===== config.mk =====
export PLATFORM = sky130hd
export DESIGN_NAME = sequence_stimulus_driver
export DESIGN_NICKNAME = d
export VERILOG_FILES = /design/src/rtl/sequence_stimulus_driver.sv
export SDC_FILE = /design/constraint.sdc
export NUM_CORES = 1
export LEC_CHECK = 0
export ABC_AREA = 1
export BUFFER_PORTS_ARGS = -buffer_cell sky130_fd_sc_hd__buf_2
export CAP_MARGIN = 20
export CORE_MARGIN = 3
export CORE_UTILIZATION = 60
export CTS_BUF_LIST = sky130_fd_sc_hd__clkbuf_8
export CTS_CLUSTER_DIAMETER = 50
export DETAILED_ROUTE_END_ITERATION = 8
export GPL_ROUTABILITY_DRIVEN = 1
export PLACE_DENSITY_LB_ADDON = 0.08
export SLEW_MARGIN = 15
export SYNTH_ARGS = -nofsm -noshare
export SYNTH_HDL_FRONTEND = slang
export SYNTH_SLANG_ARGS = --single-unit

===== constraint.sdc =====
create_clock -name iClock -period 4.5 [get_ports iClock]
set_input_delay 0.9 -clock iClock [delete_from_list [all_inputs] [get_ports iClock]]
set_output_delay 0.9 -clock iClock [all_outputs]
set_load 0.02 [all_outputs]

===== src/rtl/sequence_stimulus_driver.sv =====
// sequence_stimulus_driver: steps a 4-bit sequence index with a step clock for an evaluation run, then holds the result.
// Optional looping over LOOPS passes is compiled in with SEQUENCE_DRIVER_LOOP_EN.
module sequence_stimulus_driver #(
    parameter int CYCLES_PER_STEP = 64,
    parameter int LOOPS = 2
) (
    input  logic       iClock,
    input  logic       iReset,
    input  logic       iStart,
    input  logic [4:0] iSequenceLength,
    input  logic       iAck,
    output logic       oProcessing,
    output logic       oKeepResult,
    output logic       oClockLevel,
    output logic [3:0] oCurrentSequence,
    output logic       oBusy,
    output logic       oDone
);
    typedef enum logic [1:0] {IDLE, RUN, HOLD} state_t;

    state_t      state_q;
    logic [15:0] cnt_q;
    logic [15:0] cnt_d;
    logic [4:0]  len_q;
    logic [4:0]  len_d;
    logic        proc_q, keep_q, clk_q, busy_q, done_q;
    logic [3:0]  seq_q;
    logic        step_end, seq_end, last_pass;

    assign len_d    = (iSequenceLength == 5'd0 || iSequenceLength > 5'd16) ? 5'd16 : iSequenceLength;
    assign cnt_d    = cnt_q + 16'd1;
    assign step_end = cnt_q == 16'(CYCLES_PER_STEP - 1);
    assign seq_end  = {1'b0, seq_q} == len_q - 5'd1;

`ifdef SEQUENCE_DRIVER_LOOP_EN
    logic [7:0] pass_q;
    assign last_pass = pass_q == 8'(LOOPS - 1);
`else
    assign last_pass = 1'b1;
`endif

    always_ff @(posedge iClock) begin
        if (iReset) begin
            state_q <= IDLE;
            cnt_q   <= '0;
            len_q   <= '0;
            proc_q  <= 1'b0;
            keep_q  <= 1'b0;
            clk_q   <= 1'b0;
            seq_q   <= '0;
            busy_q  <= 1'b0;
            done_q  <= 1'b0;
`ifdef SEQUENCE_DRIVER_LOOP_EN
            pass_q  <= '0;
`endif
        end else begin
            case (state_q)
                IDLE: if (iStart) begin
                    state_q <= RUN;
                    len_q   <= len_d;
                    cnt_q   <= '0;
                    proc_q  <= 1'b1;
                    keep_q  <= 1'b0;
                    clk_q   <= 1'b1;
                    seq_q   <= '0;
                    busy_q  <= 1'b1;
`ifdef SEQUENCE_DRIVER_LOOP_EN
                    pass_q  <= '0;
`endif
                end
                RUN: if (!step_end) begin
                    cnt_q <= cnt_d;
                end else if (seq_end && last_pass) begin
                    // step clock and index stay frozen for the consumer
                    state_q <= HOLD;
                    cnt_q   <= '0;
                    proc_q  <= 1'b0;
                    keep_q  <= 1'b1;
                    done_q  <= 1'b1;
                end else begin
                    cnt_q <= '0;
                    clk_q <= ~clk_q;
                    seq_q <= seq_end ? 4'd0 : seq_q + 4'd1;
`ifdef SEQUENCE_DRIVER_LOOP_EN
                    if (seq_end) pass_q <= pass_q + 8'd1;
`endif
                end
                HOLD: begin
                    done_q <= 1'b0;
                    if (iAck) begin
                        state_q <= IDLE;
                        keep_q  <= 1'b0;
                        clk_q   <= 1'b0;
                        seq_q   <= '0;
                        busy_q  <= 1'b0;
                    end
                end
                default: state_q <= IDLE;
            endcase
        end
    end

    assign oProcessing      = proc_q;
    assign oKeepResult      = keep_q;
    assign oClockLevel      = clk_q;
    assign oCurrentSequence = seq_q;
    assign oBusy            = busy_q;
    assign oDone            = done_q;
endmodule


==> flow_summary.toml <==
[outcome]
outcome = "finished, final reports clean"

[clock_network]
clockRootBuffer = "clkbuf_8"
numCtsBuffers = 5
clk_path_buf_depth = 2
cts_hold_buf = 0
clkLatencyLatePin_ps = 280
clk_pin_slew_ps = 60
clock_sinks = 32
ctsResizeCount = 0
cts_setup_buffers = 0
cts_tree = "done"
htreeDepth = 2

[grt]
top_usage_layer = "met2"
antenna_found_initial = 0
grt_use_met2_pct = 35.20
grt_pass1_vias = 1553
grt_util_met3_pct = 6.289
grt_overflow = 0
grt_max_degree = 21
grt_util_met1_pct = 32.83
grt_pass1_wl_um = 6658
grt.total_usage_pct = 23.75

[timing]
fmax_ghz = 0.5080
finalSetupViolations = 0
period_needed_ps = 1969
rsz0062_at_grt = "no"
slew_viol_final = 0
setup_tns_ps = 0
finalCritPeriodShare_pct = 43.75
slew_headroom_pct = 57.37
worstMarginPinSlew_ps = 638.8
hold_viol_final = 0
fin_worst_skew_ps = 4.280

[floorplanning]
die_h_um = 61.44
core_area_um2 = 2853
die_w_um = 61.44
rows = 19
initial_core_util_pct = 64.65
dieArea_um2 = 3775
io_pins = 18

[detailed_routing]
wl_um = 3797
vias = 1713
drt_iter0_markers = 133
drc_errors = 0
wl_per_cell_um = 12.05
vias_per_cell = 5.438
dr.pass1.iters = 4
final_antenna_net_count = 0

[critical_path]
crit_cells = 6
timing.rr.start = "len_q[0]"
cp-start-kind = "input port"
rr_worst_depth = 10
cp_slowest_cell = "or4_1"
path_class = "in2reg"
crit_path_max_incr_delay_ps = 510
cp_data_required_time_ps = 4690
critPathTopFamily = "simple AND/OR/NAND/NOR gates"
reg2reg_to = "oCurrentSequence[0]"
crit_chain = "buf_2, or4_1, ha_1, inv_1, a21oi_1, a211oi_1"
ff2ff_setup_slack_ps = 2690
cp_max_fo = 4
cp.arrival_ps = 2160
crit_buf_inv = 2
end_kind = "flop"

[pwr]
p_leak_nw = 0.8488
ir_drop_mv = 0.2305
powerDensity_nw_per_um2 = 323.8

[finish]
drive_gt1_share_pct = 17.61
final_cell_mix = "55 x nand2_1, 32 x inv_1, 32 x dfxtp_1"
layout_commonest_cell = "nand2_1"
syn_to_final_growth_pct = 10.38
utilization_pct = 71.36
diodes = 0
fillers = 245
seqCellArea_um2 = 640.6
multi_input_area_um2 = 1032
finalNetCount = 297

[yosys]
yosysSeqAreaShare_pct = 34.74
ys_types = 31
syn_area_um2 = 1844
synth-seq-cells = 32
synth_nets = 279
yosysWarnings = 0
avgSynthCellArea_um2 = 6.933
syn_inst = 266

[worst_hold_path]
holdPathEnd = "oKeepResult"
hp-start = "oKeepResult"
hold_class = "reg2reg"
holdPathStages = 2

[flow_run]
drv_cap = 0

[placed_design]
gp_congestion = 0.7957
io_buffers = 17
dp_hpwl_um = 2710
[stage by stage]
step           power, mW  worst slack, ps  instance area [µm²]  hold WS [ps]  cells
6_report          0.6591             2531                 2036         462.0    315
3_5_place_dp      0.4258             2247                 1939         452.7    308
4_1_cts           0.6677             2526                 2036         464.3    315
5_1_grt           0.6931             2459                 2036         484.4    315
2_1_floorplan     0.3997             2437                 1844         460.1    266
3_3_place_gp      0.4234             2284                 1939         449.6    308
[cell usage after synthesis]
library cell | count | area (µm²)
xor2_1 | 5 | 43.79
a21oi_1 | 26 | 130.1
o211ai_1 | 1 | 7.510
or2_1 | 1 | 6.260
a211oi_1 | 4 | 30.03
inv_2 | 5 | 18.77
or4_1 | 1 | 7.510
nor2_4 | 3 | 33.78
nor3_1 | 1 | 5.000
nor2_1 | 19 | 71.32
nor2_8 | 1 | 20.02
nor2_2 | 10 | 62.56
o21ai_1 | 1 | 5.000
xnor2_1 | 3 | 26.28
clkinv_1 | 1 | 3.750
clkbuf_1 | 1 | 3.750
nand2_1 | 55 | 206.5
nand3_2 | 1 | 10.01
a221oi_1 | 1 | 8.760
ha_1 | 4 | 50.05
nand3b_1 | 1 | 7.510
dfxtp_1 | 32 | 640.6
nand2_2 | 2 | 12.51
nand3_4 | 1 | 17.52
buf_2 | 5 | 25.02
o21ai_0 | 15 | 75.07
nand3_1 | 24 | 120.1
nand4_1 | 7 | 43.79
a31o_2 | 1 | 8.760
nand2_4 | 2 | 22.52
inv_1 | 32 | 120.1
[final cells by class]
cell class / count / area share (%)
multi-input cells: 190 / 50.71
flip-flops and latches: 32 / 31.47
inverters: 38 / 7.007
clock buffers: 7 / 4.733
repair buffers: 17 / 4.179
well taps: 31 / 1.905
[worst reg2reg max path: stages, from the launching register on]
cell and delay (ps):
dfxtp_1 370, inv_1 90, ha_1 310, xor2_1 140
nand3_1 100, nor2_2 150, nand3_2 180, nand2_4 150
inv_2 40, nor2_1 120, nor2_2 50
[kinds of logic (layout without fill, tap and decap cells)]
group,Yosys count,after routing,share of synthesized area [%]
xor+xnor,8,8,3.799
buf+inv,44,62,9.294
compound gates,49,49,14.38
fa+ha+maj,4,4,2.714
simple gates,129,129,35.08
flops,32,32,34.74
[metal layers]
| layer | vias to the layer above | wire length [µm] |
|---|---|---|
| li1 | 904 | - |
| met1 | 750 | 1942 |
| met2 | 54 | 1575 |
| met3 | 5 | 243 |
| met4 | 0 | 36 |
| met5 | - | 0 |
[how the worst max path moves through the flow]
stage,from,endpoint,slack [ps]
2_1_floorplan,iSequenceLength[0],len_q[0],2440
3_3_place_gp,iSequenceLength[0],len_q[3],2280
3_5_place_dp,iSequenceLength[0],len_q[2],2250
4_1_cts,iSequenceLength[0],len_q[2],2530
5_1_grt,iSequenceLength[0],len_q[2],2460
6_report,iSequenceLength[0],len_q[2],2530
[where the power goes]
| group | total [mW] | internal [mW] | leakage (nW) | switching, mW |
|---|---|---|---|---|
| logic | 0.114 | 0.0382 | 0.538 | 0.0759 |
| registers | 0.306 | 0.295 | 0.261 | 0.0105 |
| clock network | 0.239 | 0.136 | 0.0503 | 0.103 |
| total | 0.659 | 0.470 | 0.849 | 0.190 |
[flip-flops by register name, indices dropped and copies added, names as in the netlist]
signal,flops
state_q,2
oCurrentSequence,4
cnt_q,16
oKeepResult,1
oDone,1
oProcessing,1
oClockLevel,1
len_q,5
oBusy,1
(Power assumes the default switching activity.)
